--- src/rtl/servo_ramp_ctrl.sv ---
// Servo position ramp controller: accepts a target angle, slews the PWM
// high time toward it by at most STEP per servo frame, then holds it for
// SETTLE_FRAMES frames before reporting completion.
//
// state     | meaning
// ----------+-----------------------------------------------------------
// ST_IDLE   | holding position, ready for a new command
// ST_LOAD   | one cycle: clamp the captured angle and compute the target
// ST_MOVE   | stepping dc_out toward the target on each frame tick
// ST_SETTLE | at target, counting frame ticks before pulsing done
module servo_ramp_ctrl #(
    parameter int unsigned CLK_HZ        = 50_000_000,
    parameter int unsigned FRAME_HZ      = 50,
    parameter int unsigned MIN_DC        = 50_000,
    parameter int unsigned MAX_DC        = 100_000,
    parameter int unsigned CTR_DC        = 75_000,
    parameter int unsigned STEP          = 2_778,
    parameter int unsigned DC_PER_DEG    = 278,
    parameter int unsigned SETTLE_FRAMES = 3
) (
    input  logic        clk,
    input  logic        rst,
    input  logic        cmd_valid,
    output logic        cmd_ready,
    input  logic [7:0]  cmd_angle,
    input  logic        stop,
    output logic [31:0] dc_out,
    output logic        frame_tick,
    output logic        busy,
    output logic        done,
    output logic        aborted,
    output logic        err
);

    localparam logic [31:0] FRAME_LEN  = 32'(CLK_HZ / FRAME_HZ);
    localparam logic [31:0] FRAME_LAST = FRAME_LEN - 32'd1;
    localparam logic [31:0] MIN_DC_W   = 32'(MIN_DC);
    localparam logic [31:0] MAX_DC_W   = 32'(MAX_DC);
    localparam logic [31:0] CTR_DC_W   = 32'(CTR_DC);
    localparam logic [31:0] STEP_W     = 32'(STEP);
    localparam logic [31:0] PER_DEG_W  = 32'(DC_PER_DEG);
    localparam logic [31:0] SETTLE_W   = 32'(SETTLE_FRAMES);
    localparam logic [7:0]  MAX_ANGLE  = 8'd180;

    typedef enum logic [1:0] {
        ST_IDLE   = 2'd0,
        ST_LOAD   = 2'd1,
        ST_MOVE   = 2'd2,
        ST_SETTLE = 2'd3
    } state_t;

    state_t      r_state;
    state_t      w_state_nxt;

    logic [31:0] r_frame_cnt;
    logic [31:0] r_dc;
    logic [31:0] r_target;
    logic [31:0] r_settle_cnt;
    logic [7:0]  r_angle;
    logic        r_done;
    logic        r_aborted;

    logic        w_frame_tick;
    logic [7:0]  w_angle_clamp;
    logic [31:0] w_target_raw;
    logic [31:0] w_target_clamp;
    logic [31:0] w_diff;
    logic [31:0] w_dc_nxt;
    logic [31:0] w_target_nxt;
    logic [31:0] w_settle_nxt;
    logic [7:0]  w_angle_nxt;
    logic        w_done_nxt;
    logic        w_aborted_nxt;

    assign w_frame_tick   = (r_frame_cnt == FRAME_LAST);
    assign w_angle_clamp  = (r_angle > MAX_ANGLE) ? MAX_ANGLE : r_angle;
    assign w_target_raw   = MIN_DC_W + ({24'd0, w_angle_clamp} * PER_DEG_W);
    assign w_target_clamp = (w_target_raw < MIN_DC_W) ? MIN_DC_W :
                            (w_target_raw > MAX_DC_W) ? MAX_DC_W : w_target_raw;
    // Magnitude computed with the larger operand first so a downward move never wraps.
    assign w_diff         = (r_target >= r_dc) ? (r_target - r_dc) : (r_dc - r_target);

    assign cmd_ready  = (r_state == ST_IDLE);
    assign busy       = (r_state != ST_IDLE);
    assign err        = (r_state == ST_LOAD) && (r_angle > MAX_ANGLE);
    assign frame_tick = w_frame_tick;
    assign dc_out     = r_dc;
    assign done       = r_done;
    assign aborted    = r_aborted;

    // Free-running frame counter; wraps at FRAME_LEN-1 regardless of FSM state.
    always_ff @(posedge clk) begin
        if (!rst) begin
            r_frame_cnt <= 32'd0;
        end else if (w_frame_tick) begin
            r_frame_cnt <= 32'd0;
        end else begin
            r_frame_cnt <= r_frame_cnt + 32'd1;
        end
    end

    // FSM state register.
    always_ff @(posedge clk) begin
        if (!rst) begin
            r_state <= ST_IDLE;
        end else begin
            r_state <= w_state_nxt;
        end
    end

    // Next-state and datapath updates; stop takes priority over a coincident frame tick.
    always_comb begin
        w_state_nxt   = r_state;
        w_dc_nxt      = r_dc;
        w_target_nxt  = r_target;
        w_settle_nxt  = r_settle_cnt;
        w_angle_nxt   = r_angle;
        w_done_nxt    = 1'b0;
        w_aborted_nxt = 1'b0;
        case (r_state)
            ST_IDLE: begin
                if (cmd_valid) begin
                    w_angle_nxt = cmd_angle;
                    w_state_nxt = ST_LOAD;
                end
            end
            ST_LOAD: begin
                if (stop) begin
                    w_aborted_nxt = 1'b1;
                    w_state_nxt   = ST_IDLE;
                end else begin
                    w_target_nxt = w_target_clamp;
                    w_settle_nxt = 32'd0;
                    w_state_nxt  = ST_MOVE;
                end
            end
            ST_MOVE: begin
                if (stop) begin
                    w_aborted_nxt = 1'b1;
                    w_state_nxt   = ST_IDLE;
                end else if (w_frame_tick) begin
                    if (w_diff <= STEP_W) begin
                        w_dc_nxt     = r_target;
                        w_settle_nxt = 32'd0;
                        w_state_nxt  = ST_SETTLE;
                    end else if (r_target > r_dc) begin
                        w_dc_nxt = r_dc + STEP_W;
                    end else begin
                        w_dc_nxt = r_dc - STEP_W;
                    end
                end
            end
            ST_SETTLE: begin
                if (stop) begin
                    w_aborted_nxt = 1'b1;
                    w_state_nxt   = ST_IDLE;
                end else if (w_frame_tick) begin
                    if ((r_settle_cnt + 32'd1) >= SETTLE_W) begin
                        w_done_nxt   = 1'b1;
                        w_settle_nxt = 32'd0;
                        w_state_nxt  = ST_IDLE;
                    end else begin
                        w_settle_nxt = r_settle_cnt + 32'd1;
                    end
                end
            end
            default: begin
                w_state_nxt = ST_IDLE;
            end
        endcase
    end

    // Datapath registers; reset recentres the servo and drops any pending target.
    always_ff @(posedge clk) begin
        if (!rst) begin
            r_dc         <= CTR_DC_W;
            r_target     <= CTR_DC_W;
            r_settle_cnt <= 32'd0;
            r_angle      <= 8'd0;
            r_done       <= 1'b0;
            r_aborted    <= 1'b0;
        end else begin
            r_dc         <= w_dc_nxt;
            r_target     <= w_target_nxt;
            r_settle_cnt <= w_settle_nxt;
            r_angle      <= w_angle_nxt;
            r_done       <= w_done_nxt;
            r_aborted    <= w_aborted_nxt;
        end
    end

endmodule
--- config.mk ---
export PLATFORM = sky130hd
export DESIGN_NAME = servo_ramp_ctrl
export DESIGN_NICKNAME = d
export VERILOG_FILES = /design/src/rtl/servo_ramp_ctrl.sv
export SDC_FILE = /design/constraint.sdc
export NUM_CORES = 1
export LEC_CHECK = 0
export CAP_MARGIN = 20
export CORE_MARGIN = 3
export CORE_UTILIZATION = 45
export DETAILED_ROUTE_END_ITERATION = 6
export PLACE_DENSITY = 0.59
export REMOVE_ABC_BUFFERS = 1
export SLEW_MARGIN = 10
export SYNTH_ARGS = -nofsm -noshare
export SYNTH_HDL_FRONTEND = slang
export SYNTH_SLANG_ARGS = --single-unit
--- constraint.sdc ---
create_clock -name clk -period 20.8 [get_ports clk]
set_input_delay 4.16 -clock clk [delete_from_list [all_inputs] [get_ports clk]]
set_output_delay 4.16 -clock clk [all_outputs]
set_load 0.005 [all_outputs]
Word-level counts from Yosys, hierarchy flattened --
Cells that the tools add are included.
Word-level totals: flip-flop bits (word level) 140, logic and storage cells 80
Cells by class: reductions and logical operators 13, add/sub/neg operators 7, equal/unequal tests 15, bitwise gates (word level) 4, $mul 1, multiplexer cells 25, magnitude comparators 7
Operator list (number):
- 2-to-1 mux 32 bit | 10
- case mux 32 bit (3 select lines) | 1
- adder 32 x 1 -> 32 bit (second input constant) | 2
- subtractor 32 bit | 2
- 2-to-1 mux 18 bit | 2
- adder 32 x 12 -> 32 bit (second input constant) | 1
- == test 32 x 20 -> 1 bit (second input constant) | 1
- >= comparator 32 x 2 -> 1 bit (second input constant) | 1
- >= comparator 32 bit | 1
- greater-than comparator 32 bit | 1
- less-or-equal comparator 32 x 12 -> 1 bit (second input constant) | 1
- subtractor 32 x 12 -> 32 bit (second input constant) | 1
- adder 16 x 17 -> 18 bit (first input constant) | 1
- greater-than comparator 18 x 17 -> 1 bit (second input constant) | 1
- < comparator 18 x 16 -> 1 bit (second input constant) | 1
- multiplier 8 x 8 -> 16 bit (second input constant) | 1
- 2-to-1 mux 2 bit | 8
- != test 2 bit (second input constant) | 7
- != test 3 bit (second input constant) | 4
- greater-than comparator 8 bit (second input constant) | 1
- 2-to-1 mux 8 bit | 1
- case mux 2 bit (4 select lines) | 1
- AND reduction 7 bit | 1
- AND reduction 2 bit | 3
- other kinds (13) | 18

Longest topological paths before layout --
Gate-level depths: netlist of the first run.
depth in word-level cells 7, depth in mapped cells 23, mapped depth without buffers 22

Worst setup path before layout of the first run --
OpenSTA, ideal clock, no wires.
kind reg-to-reg, start point register r_dc[20] (netlist: dc_out[20]), end point register r_dc[28] (netlist: dc_out[28]), buffers on the path 0, period minus slack after synthesis 7.445 ns, slack 13.355 ns, arrival time 7.374 ns, stages on the path, launching flop included 16, required time 20.730 ns, path through dfxtp_1 or4_4 or3_4 or3_1 o41ai_1 inv_1 ha_1 a211o_1 a211oi_1 o32ai_1 a311oi_1 o31ai_1 o21ai_0 o21bai_1 or4_1 a21oi_1
Between the ends: word-level cells in the longest chain between the ends 4, elaborated cells between the ends (all ways) 10, classes of those cells 4 x add/sub; 3 x order compare; 3 x mux
RTL lines:
- start, declared | RTL line 56 | logic [31:0] r_dc;
- start signal, assigned | RTL line 183 | r_dc <= w_dc_nxt;
- subtractor 32 bit or >= comparator 32 bit (tied branches) | RTL line 81 | assign w_diff = (r_target >= r_dc) ? (r_target - r_dc) : (r_dc - r_target);
- 2-to-1 mux 32 bit | RTL line 81
- less-or-equal comparator 32 x 12 -> 1 bit | RTL line 142 | if (w_diff <= STEP_W) begin
- 2-to-1 mux 32 bit (*) | RTL line 142
Every way passes the cells marked *; elsewhere a longest branch is shown, timed or not. A chain may end at the register's enable or synchronous reset.

Final worst setup path of the first run --
start point register r_frame_cnt[0], end point output port frame_tick
Between the ends: word-level cells in the longest chain between the ends 1
RTL lines:
- start, declared | RTL line 55 | logic [31:0] r_frame_cnt;
- start signal, assigned | RTL line 98 | r_frame_cnt <= r_frame_cnt + 32'd1;
- == test 32 x 20 -> 1 bit | RTL line 75 | assign w_frame_tick = (r_frame_cnt == FRAME_LAST);
- end, declared | RTL line 28 | output logic frame_tick,
No other way between the ends.

==> summary.md, run 1 <==
| Metric | Value |
|---|---|
| Status | completed |
| Largest family of logic cells by synthesized area | compound AO/OA/AOI/OAI gates |
| Mux contribution to synthesized area | 1.878% |
| Minimum clock period | a little under 7 ns |
| Worst Path Required | roughly 17 ns |
| Startpoint Class | register |
| HP Class | reg2reg |
| CTS Root Cell | clkbuf_16 |
| Initial DRC Count | about 800 |
| Power per Cell Area | between 100 and 150 nW/um^2 |
| Synth-to-Final Area Change | 11.35% |
| Nets | about 1600 |
| CTS tree | done |
| Worst flop-to-flop path startpoint | dc_out[5]$_SDFFE_PN1P_ |
| Via density | a little under 6 |
| Number of antenna violations at the first check in global routing | 0 |
| CP Class | reg2out |
| Post-DP Area | ~12000 um^2 |
| Number of max-cap violations | 0 |
| Worst Hold Launch | r_angle[3]$_SDFFE_PN0P_ |
| Post-synth ARST share | 0% |
| Power, Total | ~1.3 mW |
| Post-DP HPWL | approximately 24000 um |
| R2R depth | 21 |
| Final worst slack | roughly 14 ns |
| Top_reg_cell synth | dfxtp_1 |
| Static Leak | roughly 5.4 nW |
| GPL Wtd Cong | slightly above 0.9 |
| First-pass GRT wire length | just over 50000 um |
| Fmax | around 150 MHz |
| Syn avg cell area | slightly below 8 um^2 |
| Clock skew | 0.01561 ns |
| Worst-Skew Late Latency | approximately 0.42 ns |
| Synth area leaders | dfxtp_1 22%, ha_1 12%, a21oi_1 5.0% |
| Largest net degree at the start of global routing | 38 |
| Ant diodes | 0 |
| Vias post-DR | 10569 |
| Netlist cell types | 95 |
| Hold Path Stages | 2 |
| Routed Antenna Nets | 0 |
| Max Transition Viols Final | 0 |
| Register bit total from synthesis | ~120 |
| Synth Area in Compound Gates | approximately 26% |
| Yosys warnings | 0 |
| Site Rows | 57 |
| Die X | 163.7 um |
| Core Region | around 24000 um^2 |
| Post-synthesis sequential area ratio | 22.17% |
| Post-synthesis xor/xnor area fraction | 6.962% |
| Max_slew headroom | slightly above 30% |
| Drt total wl | about 31000 um |
| Final Hold Viols | 0 |
| Slew of the pin with the lowest slew margin | roughly 1.0 ns |
| Crit path max fanout | 7 |
| Number of flops mapped to enable cells by yosys | 0 |
| VDD IR max | roughly 0.066 mV |
| Wire length per cell | approximately 17 um |
| All-layer global routing usage | approximately 23% |
| Adder-cell share of the synthesized area | about an eighth |
| Post-Syn Area | 11200 um^2 |
| Die ar. | approximately 27000 um^2 |
| Synth top area share | between 20 and 25% |
| Clock Path Buffers | 2 |
| Gate Count Post-Synth | roughly 1400 |
| Chip height | 163.7 um |
| Clock sink count | 124 |
| CTS Hold Buffers Added | 0 |
| Post-route cell area | between 10000 and 15000 um^2 |
| Vias in the first global route | about 10000 |
| Worst Hold Path EP | r_angle[3]$_SDFFE_PN0P_ |
| Placed instance count | ~1800 |
| Post-synthesis simple-gate area fraction | around 25% |
| Fin Setup TNS | 0 ns |
| Fin cells | 1794 |
| R2R setup slack | 14.05 ns |
| Tcrit/Tclk final | roughly a third |
| Total congestion overflow | 0 |
| H-tree Lvls | 4 |
| Endpoint type of the worst setup path | primary output |
| FF-to-FF End | dc_out[28]$_SDFFE_PN0P_ |
| Clock slew at reported path FFs | roughly 0.06 ns |
| Data arrival, critical path | around 2.6 ns |
| TritonRoute pass-1 iters | 5 |
| Share of layout cells above drive strength 1 | 5.782% |
| Post-cts resize count | 0 |
| DRC violations left | 0 |
| Place WS | around 14 ns |
| Setup Fix Bufs, Post-CTS | 0 |
| Unrepaired setup endpoints after global routing | no |
| Leading area contributor after synthesis | dfxtp_1 |
| Total CTS buffers | 17 |
| Initial core utilization | 45.90% |
| Final setup viols | 0 |
| Filler cells | around 2400 |
| # port buffers | between 40 and 50 |
| IO Count | 50 |
==> per-stage QoR <==
step                hold WS (ns)  utilization (%)
global placement          0.4462            48.75
detailed placement        0.4618            48.82
global route              0.4929            51.11
CTS                       0.4696            51.07
finish                    0.4680            51.11
floorplan                 0.4302                -
==> per-layer routing <==
| layer | part of all wire (%) | routed length (um) | vias to the layer above | track usage [%] |
|---|---|---|---|---|
| li1 | - | - | 5329 | - |
| met1 | 47 | 14650 | 4972 | 30.14 |
| met2 | 46 | 14400 | 222 | 38.53 |
| met3 | 4.2 | 1310 | 46 | 3.960 |
| met4 | 2.3 | 719 | 0 | 7.612 |
| met5 | 0 | 0 | - | 0 |
==> cell usage after synthesis, types with 8 or more instances <==
master / n
xnor2_1: 52
o211ai_1: 22
clkbuf_1: 44
dfxtp_1: 124
and2_1: 46
ha_1: 104
a211oi_1: 20
a31oi_1: 12
o31ai_1: 10
nor3_1: 35
a21oi_1: 112
fa_1: 9
o21bai_1: 10
nor4_1: 19
a21o_1: 37
o21a_1: 20
nor2b_1: 8
mux2i_1: 14
xor2_1: 37
nand2_1: 115
nand2b_1: 14
o21ai_0: 56
buf_2: 10
and4_1: 12
inv_1: 90
or3_1: 23
a211o_1: 13
and3_1: 24
or2_2: 18
nand4_1: 18
nand3_1: 52
nor2_1: 111
==> registers in the layout, indices dropped and copies added, names as in the netlist <==
signal and count:
aborted 1, dc_out 31, done 1, r_angle 8, r_frame_cnt 32, r_settle_cnt 32
r_state 2, r_target 17
==> kinds of logic (layout without fill, tap and decap cells) <==
family                     after synthesis  in the layout
and+or+nand+nor                        528            528
other                                    2              2
xor gates and xnor gates                89             89
AOI/OAI and AO/OA                      415            415
DFF                                    124            124
adders and majority gates              113            113
buffers and inverters                  151            180
muxes                                   19             19
==> cells in the final DEF (no fill, tap or decap), drive strengths merged, types with 7 or more instances in the layout <==
master         synthesis  routed
nand2                115     115
nand3                 52      52
a21o                  37      37
and3                  24      24
nor2                 111     111
inv                   91      92
nand4                 19      19
or2                   19      19
nor3                  38      38
clkbuf                44      19
dfxtp                124     124
a211o                 13      13
and4                  12      12
o21a                  20      20
xor2                  37      37
a21oi                113     113
xnor2                 52      52
clkdlybuf4s50          0      48
mux2i                 15      15
o211ai                22      22
o21bai                10      10
a2111oi                9       9
fa                     9       9
a211oi                20      20
or3                   25      25
or4                    7       7
ha                   104     104
nand2b                15      15
o21ai                 61      61
o31ai                 10      10
nor4                  20      20
buf                   16       9
and2                  47      47
nor2b                  8       8
a31oi                 12      12
==> worst max-delay path by stage <==
stage / from / endpoint / cells after the start
finish: r_frame_cnt[0]$_SDFF_PP0_ / frame_tick / 7
global route: dc_out[5]$_SDFFE_PN1P_ / dc_out[30]$_SDFFE_PN0P_ / 23
CTS: r_angle[0]$_SDFFE_PN0P_ / r_target[13]$_SDFFE_PN1P_ / 22
detailed placement: r_angle[0]$_SDFFE_PN0P_ / r_target[13]$_SDFFE_PN1P_ / 22
global placement: stop / dc_out[15]$_SDFFE_PN0P_ / 6
floorplan: dc_out[19]$_SDFFE_PN0P_ / dc_out[30]$_SDFFE_PN0P_ / 17
==> report_power, final <==
group,internal [mW],switching (mW)
registers,0.243,0.00699
logic,0.299,0.448
clock network,0.163,0.112
total,0.705,0.567
==> worst max-delay path, cell delays in order (launching register included) <==
cell and delay (ns):
dfxtp_1 0.37, ha_1 0.19, and3_1 0.20, and3_1 0.23
nand2_1 0.12, or3_1 0.50, inv_1 0.10, clkdlybuf4s50_1 0.50
==> area by class of cell <==
class,count,area [um^2],area share (%)
flip-flops and latches,124,2482,19.91
inverters,91,341.6,2.740
well taps,324,405.4,3.252
multi-input cells,1166,8122,65.14
clock inverters,13,123.9,0.9936
repair buffers,59,566.8,4.546
clock buffers,17,425.4,3.412
Power figures use the tool's default switching activity.
==> inputs of run 2 (changes only) <==
==> constraint.sdc (replaced) <==
create_clock -name clk -period 6.8 [get_ports clk]
set_input_delay 1.36 -clock clk [delete_from_list [all_inputs] [get_ports clk]]
set_output_delay 1.36 -clock clk [all_outputs]
set_load 0.005 [all_outputs]
==> run 2 against run 1 <==
Compared with the run above:
- worst setup slack got worse by 13 ns
- register-to-register slack got worse by 13 ns
- utilization rose by 0.41 points
- via count grew 1.0%
- hold slack got worse by 0.0018 ns
- final cell count rose by 0.56%
- non-clock buffer count up 8
- clock skew barely moved
- clock power rose to 3.3 times the previous value
==> summary.md, run 2 (synthesized netlist as in run 1, its figures left out) <==
| Metric | Value |
|---|---|
| Nets | 1592 (+0.51%) |
| Initial DRC Count | 754 (-6.1%) |
| R2R setup slack | 0.65 ns (-13.40 ns) |
| TritonRoute pass-1 iters | 5 (unchanged) |
| Vias post-DR | 10675 (+1.0%) |
| Synth-to-Final Area Change | 12.24% |
| Tcrit/Tclk final | 90.45% |
| Endpoint type of the worst setup path | register |
| Share of layout cells above drive strength 1 | 6.554% (+0.77 points) |
| Fmax | 162.6 MHz |
| Largest net degree at the start of global routing | 38 (unchanged) |
| Number of max-cap violations | 0 (unchanged) |
| Clock sink count | 124 (unchanged) |
| Final setup viols | 0 (unchanged) |
| GPL Wtd Cong | 0.9601 (+3.8%) |
| CP Class | reg2reg |
| Number of antenna violations at the first check in global routing | 0 (unchanged) |
| Data arrival, critical path | 6.39 ns (+3.76 ns) |
| Seq pwr share | 19.5% (-0.2 points) |
| Total congestion overflow | 0 (unchanged) |
| Post-route cell area | 12570 um^2 (+0.79%) |
| Total CTS buffers | 17 (unchanged) |
| Site Rows | 57 (unchanged) |
| Routed Antenna Nets | 0 (unchanged) |
| Power per Cell Area | 312.9 nW/um^2 (+210%) |
| Max_slew headroom | 30.57% (-0.36 points) |
| Hold slack final | 0.4662 ns (-0.001839 ns) |
| Drt total wl | 31390 um (+1.0%) |
| Status | completed |
| Crit path max fanout | 9 (+2) |
| CTS tree | done |
| Minimum clock period | approximately 6.2 ns |
| Clock slew at reported path FFs | 0.06 ns (about the same) |
| Comb power frac | 57.8% (-0.9 points) |
| Startpoint Class | register |
| CTS Hold Buffers Added | 0 (unchanged) |
| # port buffers | 48 (unchanged) |
| P_int | 2.156 mW (+210%) |
| Post-DP Area | 11970 um^2 (+0.57%) |
| P_sw | 1.776 mW (+210%) |
| H-tree Lvls | 4 (unchanged) |
| Clock skew | 0.01538 ns (-0.0002317 ns) |
| Core Region | 24390 um^2 (unchanged) |
| Chip height | 163.7 um (unchanged) |
| Fin Setup TNS | 0 ns (unchanged) |
| Max Transition Viols Final | 0 (unchanged) |
| Unrepaired setup endpoints after global routing | no |
| Most frequent cells in the layout | 124 x dfxtp_1, 115 x nand2_1, 112 x a21oi_1 |
| Worst Path Required | 7.04 ns (-9.60 ns) |
| Vias in the first global route | 10117 (+1.0%) |
| Via density | 5.917 (+0.44%) |
| Commonest non-fill, non-tap cell in the layout | dfxtp_1 |
| Clock Power Share | 22.8% (+1.2 points) |
| Final Hold Viols | 0 (unchanged) |
| First-pass GRT wire length | 51380 um (+1.9%) |
| Wire length per cell | 17.40 um (+0.46%) |
| All-layer global routing usage | 23.50% (+0.46 points) |
| CTS Root Cell | clkbuf_16 |
| Post-layout util | 51.52% (+0.41 points) |
| Clock Path Buffers | 2 (unchanged) |
| Post-DP HPWL | 24300 um (+1.2%) |
| HP Class | reg2reg |
| Sw frac | 45.16% (+0.61 points) |
| Worst-Skew Late Latency | 0.42 ns (about the same) |
| Die ar. | 26810 um^2 (unchanged) |
| IO Count | 50 (unchanged) |
| Die X | 163.7 um (unchanged) |
| Initial core utilization | 45.90% (unchanged) |
| Slew of the pin with the lowest slew margin | 1.039 ns (+0.005359 ns) |
| Static Leak | 5.445 nW (+1.6%) |
| DRC violations left | 0 (unchanged) |
| Ant diodes | 0 (unchanged) |
| VDD IR max | 0.1686 mV (+160%) |
run 2: worst max-delay path, stage by stage (launching register included):
cell	delay, ns
dfxtp_1	0.32
o21ai_0	0.16
a21oi_1	0.08
o21ai_1	0.34
nand2_1	0.19
inv_1	0.15
ha_1	0.25
ha_1	0.27
inv_1	0.05
fa_1	0.52
inv_1	0.04
ha_1	0.34
and3_1	0.22
a221oi_1	0.34
xnor2_1	0.23
a221oi_1	0.16
a2111oi_2	0.49
nand3_1	0.25
or3_1	0.40
a211o_1	0.35
a2bb2oi_1	0.36
or2_1	0.34
a221oi_1	0.14
run 2: metrics by stage:
step           std cells  setup WS [ns]  total power, mW
6_report            1804         0.6495            3.932
5_1_grt             1804         0.1288            4.199
4_1_cts             1804         0.3058            3.910
3_3_place_gp        1772         0.5289            2.999
2_1_floorplan       1381        -0.7073            2.490
3_5_place_dp        1772         0.3611            2.998
run 2: path summary, 6_finish.rpt:
path                                               from                  endpoint  depth (start not counted)
worst min register to register  r_angle[3]$_SDFFE_PN0P_   r_angle[3]$_SDFFE_PN0P_                          2
worst max-delay path            r_angle[0]$_SDFFE_PN0P_  r_target[9]$_SDFFE_PN0P_                         22
worst max register to register  r_angle[0]$_SDFFE_PN0P_  r_target[9]$_SDFFE_PN0P_                         22
worst min-delay path            r_angle[3]$_SDFFE_PN0P_   r_angle[3]$_SDFFE_PN0P_                          2
run 2: layout make-up:
class / count / area, um^2
fillers: 2411 / 11830
inverters: 91 / 341.6
flip-flops and latches: 124 / 2482
clock buffers: 17 / 425.4
clock inverters: 15 / 161.4
well taps: 324 / 405.4
repair buffers: 67 / 623.1
multi-input cells: 1166 / 8127
run 2: timing repair:
item | in CTS | in global routing
setup buffers | 0 | 0
endpoints found under the setup margin | 0 | 13
gates resized for setup | 0 | 2
run 2: metal layers:
metal  part of all wire, %  GRT usage [%]
met5                     0              0
met4                   2.0          6.767
met3                   4.2          3.153
met2                    47          39.62
met1                    46          31.44
run 2: power by group through the flow:
stage	clock, mW	sequential, mW	combinational (mW)
3_5_place_dp	0	0.782	2.22
3_3_place_gp	0	0.782	2.22
5_1_grt	0.941	0.768	2.49
4_1_cts	0.913	0.765	2.23
6_report	0.895	0.766	2.27
2_1_floorplan	0	0.772	1.72
==> inputs of run 3 (changes only) <==
--- a/config.mk
+++ b/config.mk
@@ -7,9 +7,9 @@
 export LEC_CHECK = 0
 export CAP_MARGIN = 20
 export CORE_MARGIN = 3
-export CORE_UTILIZATION = 45
+export CORE_UTILIZATION = 35
 export DETAILED_ROUTE_END_ITERATION = 6
-export PLACE_DENSITY = 0.59
+export PLACE_DENSITY = 0.48
 export REMOVE_ABC_BUFFERS = 1
 export SLEW_MARGIN = 10
 export SYNTH_ARGS = -nofsm -noshare
==> run 3 against run 2 <==
Compared with the run above:
- flip-flop and latch count is the same
- fmax shrank 0.73%
- clock skew shrank 0.0042 ns
- global-route usage shrank 4.2 points
- utilization shrank 11 points
- combinational power is essentially flat
- final cell count grew 3.9%
- wire length grew 4.0%
- register-to-register slack lost 0.05 ns
- power grew 0.74%
- hold slack lost 0.0013 ns
- via count shrank 1.4%
- critical endpoint unchanged
==> summary.md, run 3 (synthesized netlist as in run 1, its figures left out) <==
| Metric | Value |
|---|---|
| Max stage delay on crit path | 0.52 ns (about the same) |
| Share of layout cells above drive strength 1 | 6.423% (-0.13 points) |
| Critical Path Sink | r_target[9]$_SDFFE_PN0P_ |
| Clock slew at reported path FFs | 0.06 ns (about the same) |
| CTS Root Cell | clkbuf_16 |
| Area of the multi-input gates | 8127 um^2 (unchanged) |
| Max Transition Viols Final | 0 (unchanged) |
| Wire length per cell | 17.41 um (about the same) |
| Vias post-DR | 10529 (-1.4%) |
| Core Region | 31070 um^2 (+27%) |
| Tcrit/Tclk final | 91.11% (+0.66 points) |
| Unrepaired setup endpoints after global routing | no |
| Post-layout util | 40.77% (-11 points) |
| Post-DP HPWL | 25350 um (+4.3%) |
| Hold slack final | 0.4649 ns (-0.001252 ns) |
| Filler cells | 3189 (+32%) |
| First-pass GRT wire length | 53510 um (+4.1%) |
| Most frequent cells in the layout | 124 x dfxtp_1, 115 x nand2_1, 112 x a21oi_1 |
| Post-DP Area | 12050 um^2 (+0.63%) |
| Endpoint type of the worst setup path | register |
| HP Class | reg2reg |
| Storage element area | 2482 um^2 (unchanged) |
| Ant diodes | 0 (unchanged) |
| CTS tree | done |
| Chip height | 184.9 um (+13%) |
| H-tree Lvls | 4 (unchanged) |
| Worst Path Required | 7.05 ns (about the same) |
| Worst path slowest cell | fa_1 |
| Drt total wl | 32640 um (+4.0%) |
| Vias in the first global route | 10082 (-0.35%) |
| Total congestion overflow | 0 (unchanged) |
| Final worst slack | 0.6045 ns (-0.04500 ns) |
| Die X | 184.9 um (+13%) |
| Initial core utilization | 36.03% (-9.9 points) |
| Number of max-cap violations | 0 (unchanged) |
| R2R setup slack | 0.60 ns (-0.05 ns) |
| DRC violations left | 0 (unchanged) |
| CP Class | reg2reg |
| Data arrival, critical path | 6.44 ns (+0.05 ns) |
| Clock skew | 0.01123 ns (-0.004156 ns) |
| Final Hold Viols | 0 (unchanged) |
| Routed Antenna Nets | 0 (unchanged) |
| Site Rows | 64 (+12%) |
| Startpoint Class | register |
| Clock sink count | 124 (unchanged) |
| Synth-to-Final Area Change | 13.13% |
| Power per Cell Area | 312.7 nW/um^2 (about the same) |
| IO Count | 50 (unchanged) |
| Total CTS buffers | 17 (unchanged) |
| Number of antenna violations at the first check in global routing | 0 (unchanged) |
| Die ar. | 34170 um^2 (+27%) |
| M1 GR Usage | 26.27% (-5.2 points) |
| TritonRoute pass-1 iters | 5 (unchanged) |
| FF-to-FF End | r_target[9]$_SDFFE_PN0P_ |
| Place WS | 0.1441 ns (-0.2170 ns) |
| Clock Path Buffers | 2 (unchanged) |
| GR Layer Usage met3 | 1.984% (-1.2 points) |
| Worst flop-to-flop path startpoint | r_angle[0]$_SDFFE_PN0P_ |
| All-layer global routing usage | 19.31% (-4.2 points) |
| R2R depth | 22 (unchanged) |
| Status | completed |
| Slew of the pin with the lowest slew margin | 0.9731 ns (-0.06588 ns) |
| Max_slew headroom | 34.53% (+4.0 points) |
| M2 GR Usage | 31.68% (-7.9 points) |
| Crit path max fanout | 9 (unchanged) |
| Minimum clock period | 6.196 ns (+0.04500 ns) |
| Commonest non-fill, non-tap cell in the layout | dfxtp_1 |
| Initial DRC Count | 793 (+5.2%) |
| Worst setup startpoint | r_angle[0]$_SDFFE_PN0P_ |
| Fin Setup TNS | 0 ns (unchanged) |
| Cells along the critical path | o21ai_0 -> a21oi_1 -> o21ai_1 -> nand2_1 -> inv_1 -> ha_1 -> ha_1 -> inv_1 -> fa_1 -> inv_1 -> ha_1 -> and3_1 -> a221oi_1 -> xnor2_1 -> a221oi_1 -> a2111oi_2 -> nand3_1 -> or3_1 -> a211o_1 -> a2bb2oi_1 -> or2_1 -> a221oi_1 |
| Top Usage Layer GRT | met2 |
| Via density | 5.615 (-5.1%) |
| Worst-Skew Late Latency | 0.42 ns (about the same) |
| # port buffers | 48 (unchanged) |
| Static Leak | 5.439 nW (-0.11%) |
| Largest net degree at the start of global routing | 38 (unchanged) |
| Fmax | 161.4 MHz (-0.73%) |
| GPL Wtd Cong | 0.9020 (-6.1%) |
| Nets | 1591 (-0.063%) |
| Final setup viols | 0 (unchanged) |
| Setup Fix Bufs, Post-CTS | 0 (unchanged) |
| VDD IR max | 0.1514 mV (-10%) |
| Post-route cell area | 12670 um^2 (+0.80%) |
[run 3: changes by cell type in the layout (fill, tap and decap cells not counted), sizes merged]
| cell | before | now |
|---|---|---|
| bufinv | 0 | 2 |
| buf | 19 | 18 |
| inv | 102 | 92 |
| clkbuf | 17 | 20 |
| clkinv | 4 | 7 |
| clkinvlp | 0 | 2 |
[run 3: worst min-delay path by stage]
stage / slack, ns / cells past startpoint / end / startpoint
2_1_floorplan: 0.43 / 1 / r_frame_cnt[0]$_SDFF_PP0_ / r_frame_cnt[0]$_SDFF_PP0_
3_3_place_gp: 0.45 / 1 / r_frame_cnt[0]$_SDFF_PP0_ / r_frame_cnt[0]$_SDFF_PP0_
3_5_place_dp: 0.46 / 1 / r_settle_cnt[27]$_SDFFE_PN0P_ / r_settle_cnt[27]$_SDFFE_PN0P_
4_1_cts: 0.47 / 1 / r_frame_cnt[0]$_SDFF_PP0_ / r_frame_cnt[0]$_SDFF_PP0_
5_1_grt: 0.49 / 1 / r_settle_cnt[27]$_SDFFE_PN0P_ / r_settle_cnt[27]$_SDFFE_PN0P_
6_report: 0.46 / 1 / r_frame_cnt[0]$_SDFF_PP0_ / r_frame_cnt[0]$_SDFF_PP0_
[run 3: area by class of cell]
cell class	instances	area share, %
inverters	91	2.697
well taps	396	3.912
repair buffers	66	4.919
flip-flops and latches	124	19.60
clock buffers	20	3.606
clock inverters	12	1.106
multi-input cells	1166	64.16
[run 3: report_power, final]
group | internal (mW) | total [mW] | switching, mW | leakage, nW
clock | 0.563 | 0.918 | 0.356 | 0.288
combinational | 0.921 | 2.28 | 1.36 | 4.15
sequential | 0.744 | 0.766 | 0.0219 | 1.00
total | 2.23 | 3.96 | 1.73 | 5.44
[run 3: worst max-delay path: cells and delay by family (launching register included)]
kind	cells	cell delay (ns)
xor+xnor	1	0.23
compound gates	9	2.40
simple gates	5	1.45
buf+inv	3	0.24
fa+ha+maj	4	1.38
flops	1	0.31
[run 3: timing repair]
item                       4_1_cts  5_1_grt
hold endpoints to repair         0        0
gates resized for setup          0        2
setup endpoints to repair        0       14
hold buffers                     0        0
[run 3: metrics by stage]
step,cells,total power [mW]
after floorplan,1381,2.490
after global placement,1842,3.027
after detailed placement,1842,3.019
after CTS,1874,3.960
after global routing,1875,4.248
final,1875,3.961
[run 3: per-layer routing]
layer | share of wire (%) | wire [um]
met5 | 0 | 0
met4 | 3.1 | 1008
met3 | 2.8 | 916
met2 | 46 | 14920
met1 | 48 | 15800
